[config.mk]
export PLATFORM = sky130hd
export DESIGN_NAME = adrv9001_tx_sample_buffer_flat
export DESIGN_NICKNAME = d
export VERILOG_FILES = /design/src/rtl/adrv9001_tx_sample_buffer_if.sv /design/src/rtl/adrv9001_tx_sample_buffer.sv /design/src/flat_wrapper.sv
export SDC_FILE = /design/constraint.sdc
export NUM_CORES = 1
export LEC_CHECK = 0
export CAP_MARGIN = 20
export CORE_MARGIN = 1
export CORE_UTILIZATION = 34
export CTS_CLUSTER_SIZE = 10
export DETAILED_ROUTE_END_ITERATION = 7
export DONT_BUFFER_PORTS = 1
export GPL_ROUTABILITY_DRIVEN = 0
export MAX_ROUTING_LAYER = met4
export SLEW_MARGIN = 0
export SYNTH_ARGS = -nofsm -noshare
export SYNTH_HDL_FRONTEND = slang
export SYNTH_SLANG_ARGS = --single-unit
[constraint.sdc]
create_clock -name clk -period 6.2 [get_ports clk]
set_clock_uncertainty 0.1 [all_clocks]
set_input_delay 0.62 -clock clk [delete_from_list [all_inputs] [get_ports clk]]
set_output_delay 0.62 -clock clk [all_outputs]
set_load 0.1 [all_outputs]
[src/rtl/adrv9001_tx_sample_buffer_if.sv]
// Word channel from the DMA/DSP source into the TX sample buffer.
// tdata carries packed IQ: I[31:16], Q[15:0]; tlast marks the end of a burst.
interface adrv9001_tx_sample_buffer_if;
  logic [31:0] tdata;
  logic        tvalid;
  logic        tready;
  logic        tlast;

  modport master (output tdata, output tvalid, output tlast, input tready);
  modport slave  (input tdata, input tvalid, input tlast, output tready);
endinterface

[src/rtl/adrv9001_tx_sample_buffer.sv]
// Elastic buffer between the TX word source and the serdes unpack stage: prefill, then one word per din_rdy.
// Optional burst mode (tlast carried per word, RUN->FILL after a tlast pop): define ADRV9001_TX_BURST_TLAST_EN.
module adrv9001_tx_sample_buffer #(
  parameter int DEPTH             = 16,
  parameter int START_LEVEL       = 8,
  parameter int HOLD_ON_UNDERFLOW = 0
) (
  input  logic                       clk,
  input  logic                       rstn,
  input  logic                       enable,
  adrv9001_tx_sample_buffer_if.slave s_axis,
  input  logic                       din_rdy,
  output logic [31:0]                dout,
  output logic                       dout_valid,
  output logic [$clog2(DEPTH):0]     level,
  output logic                       running,
  output logic                       underflow,
  output logic                       overflow,
  output logic [15:0]                underflow_cnt,
  input  logic                       clr_status
);

  localparam int AW = $clog2(DEPTH);
  localparam int LW = AW + 1;
`ifdef ADRV9001_TX_BURST_TLAST_EN
  localparam int MW = 33;
`else
  localparam int MW = 32;
`endif

  typedef enum logic [1:0] {
    ST_IDLE,
    ST_FILL,
    ST_RUN
  } state_e;

  state_e        state_q, state_d;
  logic [AW-1:0] wr_ptr_q, wr_ptr_d;
  logic [AW-1:0] rd_ptr_q, rd_ptr_d;
  logic [LW-1:0] level_q, level_d;
  logic [31:0]   dout_q, dout_d;
  logic          dout_valid_q, dout_valid_d;
  logic          underflow_q, underflow_d;
  logic          overflow_q, overflow_d;
  logic [15:0]   uf_cnt_q, uf_cnt_d;

  logic [MW-1:0] mem [DEPTH];
  logic [MW-1:0] wr_word;
  logic [MW-1:0] rd_word;

  logic pop_req, pop_ok, pop_empty;
  logic tready, wr_en;
  logic start_ok, burst_end;

  // A pop frees a slot on the same edge, so a full FIFO still accepts a word while popping.
  always_comb begin
    pop_req   = (state_q == ST_RUN) && din_rdy && enable;
    pop_ok    = pop_req && (level_q != '0);
    pop_empty = pop_req && (level_q == '0);
    tready    = (state_q != ST_IDLE) && ((level_q < LW'(DEPTH)) || pop_ok);
    wr_en     = s_axis.tvalid && tready && enable;
  end

  assign rd_word = mem[rd_ptr_q];

`ifdef ADRV9001_TX_BURST_TLAST_EN
  logic [LW-1:0] tlast_cnt_q, tlast_cnt_d;

  assign wr_word   = {s_axis.tlast, s_axis.tdata};
  assign burst_end = pop_ok && rd_word[32];

  // Words with tlast still in the FIFO; any of them lets a short burst start without reaching START_LEVEL.
  always_comb begin
    tlast_cnt_d = tlast_cnt_q + LW'(wr_en && s_axis.tlast) - LW'(burst_end);
    if (!enable) begin
      tlast_cnt_d = '0;
    end
  end

  always_ff @(posedge clk or negedge rstn) begin
    if (!rstn) begin
      tlast_cnt_q <= '0;
    end else begin
      tlast_cnt_q <= tlast_cnt_d;
    end
  end

  assign start_ok = (level_d >= LW'(START_LEVEL)) || (tlast_cnt_d != '0);
`else
  logic unused_tlast;

  assign unused_tlast = s_axis.tlast;
  assign wr_word      = s_axis.tdata;
  assign burst_end    = 1'b0;
  assign start_ok     = (level_d >= LW'(START_LEVEL));
`endif

  always_comb begin
    wr_ptr_d = wr_ptr_q + AW'(wr_en);
    rd_ptr_d = rd_ptr_q + AW'(pop_ok);
    level_d  = level_q + LW'(wr_en) - LW'(pop_ok);
    if (!enable) begin
      wr_ptr_d = '0;
      rd_ptr_d = '0;
      level_d  = '0;
    end
  end

  // NOTE: every always_comb output gets a default first so no path leaves it unassigned (no latch).
  always_comb begin
    state_d = state_q;
    unique case (state_q)
      ST_IDLE: state_d = ST_FILL;
      ST_FILL: if (start_ok)  state_d = ST_RUN;
      ST_RUN:  if (burst_end) state_d = ST_FILL;
      default: state_d = ST_IDLE;
    endcase
    if (!enable) begin
      state_d = ST_IDLE;
    end
  end

  // dout holds between pops; an empty pop either repeats the last word or zeroes it.
  always_comb begin
    dout_d       = dout_q;
    dout_valid_d = dout_valid_q;
    if ((state_q != ST_RUN) || !enable) begin
      dout_d       = '0;
      dout_valid_d = 1'b0;
    end else if (pop_ok) begin
      dout_d       = rd_word[31:0];
      dout_valid_d = 1'b1;
    end else if (pop_empty) begin
      dout_d       = (HOLD_ON_UNDERFLOW != 0) ? dout_q : '0;
      dout_valid_d = 1'b0;
    end
  end

  always_comb begin
    underflow_d = underflow_q | pop_empty;
    overflow_d  = overflow_q | ((state_q == ST_RUN) && s_axis.tvalid && !tready);
    uf_cnt_d    = uf_cnt_q;
    if (pop_empty && (uf_cnt_q != 16'hFFFF)) begin
      uf_cnt_d = uf_cnt_q + 16'd1;
    end
    if (clr_status) begin
      underflow_d = 1'b0;
      overflow_d  = 1'b0;
      uf_cnt_d    = '0;
    end
  end

  // NOTE: the storage array has no reset; level and pointers alone define which entries are valid.
  always_ff @(posedge clk) begin
    if (wr_en) begin
      mem[wr_ptr_q] <= wr_word;
    end
  end

  // NOTE: state registers use non-blocking assignments so every flop samples pre-edge values.
  always_ff @(posedge clk or negedge rstn) begin
    if (!rstn) begin
      state_q      <= ST_IDLE;
      wr_ptr_q     <= '0;
      rd_ptr_q     <= '0;
      level_q      <= '0;
      dout_q       <= '0;
      dout_valid_q <= 1'b0;
      underflow_q  <= 1'b0;
      overflow_q   <= 1'b0;
      uf_cnt_q     <= '0;
    end else begin
      state_q      <= state_d;
      wr_ptr_q     <= wr_ptr_d;
      rd_ptr_q     <= rd_ptr_d;
      level_q      <= level_d;
      dout_q       <= dout_d;
      dout_valid_q <= dout_valid_d;
      underflow_q  <= underflow_d;
      overflow_q   <= overflow_d;
      uf_cnt_q     <= uf_cnt_d;
    end
  end

  assign s_axis.tready = tready;
  assign dout          = dout_q;
  assign dout_valid    = dout_valid_q;
  assign level         = level_q;
  assign running       = (state_q == ST_RUN);
  assign underflow     = underflow_q;
  assign overflow      = overflow_q;
  assign underflow_cnt = uf_cnt_q;

endmodule

[src/flat_wrapper.sv]
// flat-port wrapper written by rule: the top's interface ports become plain ports
module adrv9001_tx_sample_buffer_flat 
#(
  parameter int DEPTH             = 16,
  parameter int START_LEVEL       = 8,
  parameter int HOLD_ON_UNDERFLOW = 0
)
  (clk, rstn, enable, din_rdy, dout, dout_valid, level, running, underflow, overflow, underflow_cnt, clr_status, s_axis_tdata, s_axis_tvalid, s_axis_tlast, s_axis_tready);
  adrv9001_tx_sample_buffer_if s_axis_i ();
  input  logic clk;
  input  logic rstn;
  input  logic enable;
  input  logic din_rdy;
  output logic [31:0] dout;
  output logic dout_valid;
  output logic [$clog2(DEPTH):0] level;
  output logic running;
  output logic underflow;
  output logic overflow;
  output logic [15:0] underflow_cnt;
  input  logic clr_status;
  input wire logic [$bits(s_axis_i.tdata)-1:0] s_axis_tdata;
  input wire logic [$bits(s_axis_i.tvalid)-1:0] s_axis_tvalid;
  input wire logic [$bits(s_axis_i.tlast)-1:0] s_axis_tlast;
  output wire logic [$bits(s_axis_i.tready)-1:0] s_axis_tready;
  assign s_axis_i.tdata = s_axis_tdata;
  assign s_axis_i.tvalid = s_axis_tvalid;
  assign s_axis_i.tlast = s_axis_tlast;
  assign s_axis_tready = s_axis_i.tready;
  adrv9001_tx_sample_buffer #(.DEPTH(DEPTH), .START_LEVEL(START_LEVEL), .HOLD_ON_UNDERFLOW(HOLD_ON_UNDERFLOW)) u_core (.clk(clk), .rstn(rstn), .enable(enable), .s_axis(s_axis_i), .din_rdy(din_rdy), .dout(dout), .dout_valid(dout_valid), .level(level), .running(running), .underflow(underflow), .overflow(overflow), .underflow_cnt(underflow_cnt), .clr_status(clr_status));
endmodule
# Yosys cells after proc, flatten, opt, wreduce, memory -nomap -nowiden
# Memory sizes are Yosys's and may differ from the RTL's.
# Cells that the tools add are included.
dict set report totals {
  reg_bits 66
  latch_bits 0
  ramBits 512
  romBits 0
  input_bits 39
  memories 1
}
dict set report classes {
  addsub 5
  n_mul 0
  div 0
  magnitude_cmp 2
  eq_ne 6
  shift 0
  mux 18
  n_bitwise 2
  reduce_logical 21
}
# name depth width read_ports rd_ports_with_merged_regs wr line_no
set memory_table {}
lappend memory_table {u_core.mem 16 32 1 0 1 adrv9001_tx_sample_buffer.sv:47} ;# logic [MW-1:0] mem [DEPTH];
# op n
set op_table {}
lappend op_table {{$mux 32} 3}
lappend op_table {{$mux 16} 2}
lappend op_table {{$add 16x1->16 const B} 1}
lappend op_table {{$ne 16x16->1 const B} 1}
lappend op_table {{$logic_and 1x1->1} 10}
lappend op_table {{$add 4x1->4} 2}
lappend op_table {{$mux 4} 2}
lappend op_table {{$mux 1} 7}
lappend op_table {{$pmux 2 s3} 1}
lappend op_table {{$add 5x1->5} 1}
lappend op_table {{$ge 5x4->1 const B} 1}
lappend op_table {{$logic_not 5->1} 1}
lappend op_table {{$lt 5x5->1 const B} 1}
lappend op_table {{$mux 5} 1}
lappend op_table {{$reduce_bool 5->1} 1}
lappend op_table {{$sub 5x1->5} 1}
lappend op_table {{$mux 2} 2}
lappend op_table {{$ne 2x2->1 const B} 2}
lappend op_table {{$reduce_bool 2->1} 2}
lappend op_table {{$ne 3x2->1 const B} 1}
lappend op_table {{$reduce_bool 3->1} 1}
lappend op_table {{$eq 2x1->1 const B} 1}
lappend op_table {{$eq 2x2->1 const B} 1}
lappend op_table {{$logic_not 1->1} 2}
lappend op_table {{4 further kinds} 6}

# Logic depth before layout (Yosys ltp)
dict set report depth {
  depth_word 15
  ltp_mapped 12
  mapped_depth_nobuf 12
}

# Worst setup path after synthesis
# Ideal clock, no wire load.
dict set report synth_path {
  path_type {reg2reg}
  startpoint {reg u_core.level_q[4] (netlist: u_core.level[4])}
  endpoint {mem u_core.mem[4][0] (enable)}
  arrival_ns 4.868
  t_required_ns 5.587
  slack_ns 0.719
  stages_incl_launch_ff 3
  cell_sequence {dfrtp_1 a211oi_1 nor4b_1}
}
dict set report synth_via {
  elab_chain_cells 8
  elab_cells_between_ends 9
  cone_classes {order compare (1); mux (2); reduce/logical (6)}
}
# element line_no
set synth_rtl {}
lappend synth_rtl {{start, declared} adrv9001_tx_sample_buffer.sv:40} ;# logic [LW-1:0] level_q, level_d;
lappend synth_rtl {{start signal, assigned} adrv9001_tx_sample_buffer.sv:176} ;# level_q <= level_d;
lappend synth_rtl {{parallel branches: the longest is 2 deep, another holds $lt 5x5->1} --}
lappend synth_rtl {{$logic_or 1x1->1 *} adrv9001_tx_sample_buffer.sv:60} ;# tready = (state_q != ST_IDLE) && ((level_q < LW'(DEPTH)) || pop_ok);
lappend synth_rtl {{$logic_and 1x1->1 *} adrv9001_tx_sample_buffer.sv:60}
lappend synth_rtl {{$logic_and 1x1->1 * (2 in a row)} adrv9001_tx_sample_buffer.sv:61} ;# wr_en = s_axis.tvalid && tready && enable;
lappend synth_rtl {{$mux 1 *} adrv9001_tx_sample_buffer.sv:155} ;# if (wr_en) begin
lappend synth_rtl {{$mux 1 (implied by the code) *} adrv9001_tx_sample_buffer.sv:156} ;# mem[wr_ptr_q] <= wr_word;
lappend synth_rtl {{end, declared} adrv9001_tx_sample_buffer.sv:47}
# Every way passes the cells marked *.

# Worst setup path in the final report
dict set report layout_path {
  startpoint {reg u_core.level_q[2] (netlist: u_core.level[2])}
  endpoint {reg u_core.state_q[0]}
}
dict set report layout_via {
  elab_chain_cells 12
  elab_cells_between_ends 13
  cone_classes {add/sub (2); order compare (2); eq/ne (1); mux (1); reduce/logical (7)}
}
# element line_no
set layout_rtl {}
lappend layout_rtl {{parallel branches: the longest is 7 deep, another holds $lt 5x5->1} --}
lappend layout_rtl {{$sub 5x1->5 *} adrv9001_tx_sample_buffer.sv:101} ;# level_d = level_q + LW'(wr_en) - LW'(pop_ok);
lappend layout_rtl {{$mux 5 *} adrv9001_tx_sample_buffer.sv:102} ;# if (!enable) begin
lappend layout_rtl {{$ge 5x4->1 *} adrv9001_tx_sample_buffer.sv:95} ;# assign start_ok = (level_d >= LW'(START_LEVEL));
lappend layout_rtl {{$ne 3x2->1 (no source line) *} --}
lappend layout_rtl {{$reduce_and 2->1 (no source line) *} --}
lappend layout_rtl {{end signal, assigned} adrv9001_tx_sample_buffer.sv:173} ;# state_q <= state_d;
lappend layout_rtl {{end, declared} adrv9001_tx_sample_buffer.sv:37} ;# state_e state_q, state_d;
# Marked as above.
# A chain may end at the register's enable or synchronous reset.

==> results.toml <==
[sta]
fmax_mhz = 261
tightest_slew_ns = 1.12
final-hold-violation-count = 0
fin_crit_ns = 3.83
slew_headroom = 0.255
final_max_slew_viol_count = 0
fin_setup_tns_ns = 0
fin_crit_sh = 0.617
setup_violations = 0
worst_slack_ns = 2.37
rsz0062_at_grt = "no"

[synthesis]
synth_warnings = 0
synthFlopType = "edfxtp_1"
synthDominantCellAreaShare = 0.682
ys_seq_area_frac = 0.755
syn_area_um2 = 22500
async_reset_ff_frac = 0.114
synth_area_leaders = "edfxtp_1, mux4_2, dfrtp_1"
synth_area_leader_cell = "edfxtp_1"
synth-seq-cells = 578
ys_types = 52
avgSynthCellArea_um2 = 20.4
synth-edff-count = 512
syn_inst = 1104
syn_nets = 1155

[global_routing]
grt_overflow_total = 0
grt_util_all_layers = 0.155
grt_pass1_vias = 11500
grt_max_degree = 87
grt_first_pass_wirelength_mm = 74.4
grt_antenna_before_repair = 3

[route]
drt_pre_antenna_iters = 8
drcViolationCount = 0
drtIter0Drc = 933
drtAntennaViolNets = 0
vias = 10800
vias_per_cell = 5.15
finalWirelength_mm = 49.9
wire_per_inst_um = 23.9

[floorplanning]
die_w_um = 260
rows = 94
die_area_um2 = 67300
die_h_um = 260
ios = 97
core_area_um2 = 65600
start_util = 0.344

[placement]
placed_area_um2 = 23800
pre_cts_slack_ns = 2.39
dp_cells = 1938
port_buffers = 0
dp_hpwl_mm = 25.5

[setup_path]
worstPathRequired_ns = 6.57
cp_slowest_cell = "dfrtp_1"
cpPeakStageDelay_ns = 0.75
crit_chain = "inv_1 > ha_1 > nor4b_1 > nor2_1 > ha_1 > inv_1 > ha_1 > fa_1 > a21oi_1 > o21bai_1 > and3b_1 > nor4_1"
crit_fanout = 3
end_kind = "flip-flop"
reg2reg_slack_ns = 2.37
crit_type = "flip-flop to flip-flop"
crit_family = "adder cells"
worstPathArrival_ns = 4.19
critPathLaunchType = "flip-flop"
crit_top_cell = "ha_1"
crit_buf_inv = 2

[outcome]
status = "finished, final reports clean"

[clock_network]
h-tree-depth = 3
postCtsHoldBufs = 30
cts.sinks = 578
post-cts-setup-buffer-count = 0
cts_tree = "built"
cts.path.max_buffers = 3
clk_pin_slew_ns = 0.05
clock_latency_ns = 0.58
post_cts_resized = 0
clockRootBuffer = "clkbuf_16"
cts_buffers = 69

[layout]
finalNetCount = 1226
final_layout_size_suffix_gt1_frac = 0.269
final_common_cell = "edfxtp_1"
syn2layout_area_growth_pct = 16.0
final_area_um2 = 26200
layoutNonFillerInstCount = 2091
multi_input_area_um2 = 5360
regArea_um2 = 17000
layout_common_cells = "edfxtp_1, mux4_2, nand2_1"
fill_cells = 5827

[worst_hold_path]
holdCritPathClass = "input port to flip-flop"

[job]
max-cap-violations = 0

[pwr]
ir_worst_vdd_mv = 0.188
p_leak_nw = 8.36
powerDensity_nw_per_um2 = 334
power_w = 0.00874
## where the power goes
| group | leakage [nW] | internal, W | total (W) | switching, W |
|---|---|---|---|---|
| Combinational | 1.84 | 0.000234 | 0.000547 | 0.000314 |
| Clock | 1.00 | 0.00223 | 0.00372 | 0.00149 |
| Sequential | 5.52 | 0.00431 | 0.00447 | 0.000164 |
## area by class of cell
type	count	share of cell area
well taps	864	0.0413
flip-flops and latches	578	0.651
clock inverters	7	0.00340
multi-input cells	459	0.205
diodes	1	0.0000957
clock buffers	115	0.0762
repair buffers	55	0.0210
inverters	12	0.00172
## path summary, 6_finish.rpt
kind	start	to	depth (start not counted)
min reg2reg	u_core.state_q[1]	u_core.state_q[0]	2
max reg2reg	u_core.level[2]	u_core.state_q[0]	12
min in group asynchronous	rstn	u_core.underflow_cnt[4]	2
max	u_core.level[2]	u_core.state_q[0]	12
min	s_axis_tdata[4]	u_core.mem[10][4]	0
max in group asynchronous	rstn	u_core.rd_ptr_q[2]	2
## metal layers
metal / GRT usage / up-vias / part of all wire
met5: - / - / 0
met4: 0.0448 / 0 / 0.017
met3: 0.0371 / 67 / 0.064
met2: 0.248 / 296 / 0.49
met1: 0.197 / 5752 / 0.43
li1: - / 4663 / -
## state kept, by name, summed over array words and instances, names as in the netlist
name,count
u_core.mem,512
u_core.dout,32
u_core.underflow_cnt,16
u_core.level,5
u_core.rd_ptr_q,4
u_core.wr_ptr_q,4
u_core.state_q,2
u_core.dout_valid,1
u_core.overflow,1
u_core.underflow,1
## synthesized netlist by cell type (7+ instances only)
cell	n
nand2_1	78
nor3_1	8
nand3_1	7
dfrtp_1	66
ha_1	11
nor2b_1	7
a21oi_1	15
inv_1	12
mux2_2	67
edfxtp_1	512
nor2_1	22
mux4_2	128
buf_2	13
and2_1	12
a22oi_1	31
clkbuf_1	38
## cell families after synthesis
family / synth area share
flops: 0.755
mux: 0.163
simple gates: 0.0395
buf+inv: 0.0122
compound gates: 0.0198
fa+ha+maj: 0.00699
xor+xnor: 0.00311
## worst reg2reg max path, delay by kind of cell (launching register included)
family | cells | cell delay [ns]
flip-flops | 1 | 0.75
AO/OA/AOI/OAI | 2 | 0.26
buffers and inverters | 2 | 0.28
adder cells (fa/ha/maj) | 4 | 1.17
AND/OR/NAND/NOR | 4 | 1.16
## through the flow
stage | hold slack (ns) | util
2_1_floorplan | 0.224 | -
6_report | 0.0323 | 0.399
5_1_grt | 0.00762 | 0.399
3_3_place_gp | 0.228 | 0.362
3_5_place_dp | 0.228 | 0.362
4_1_cts | 0.0000794 | 0.398
Note: power is estimated with default switching activity, not from simulation.
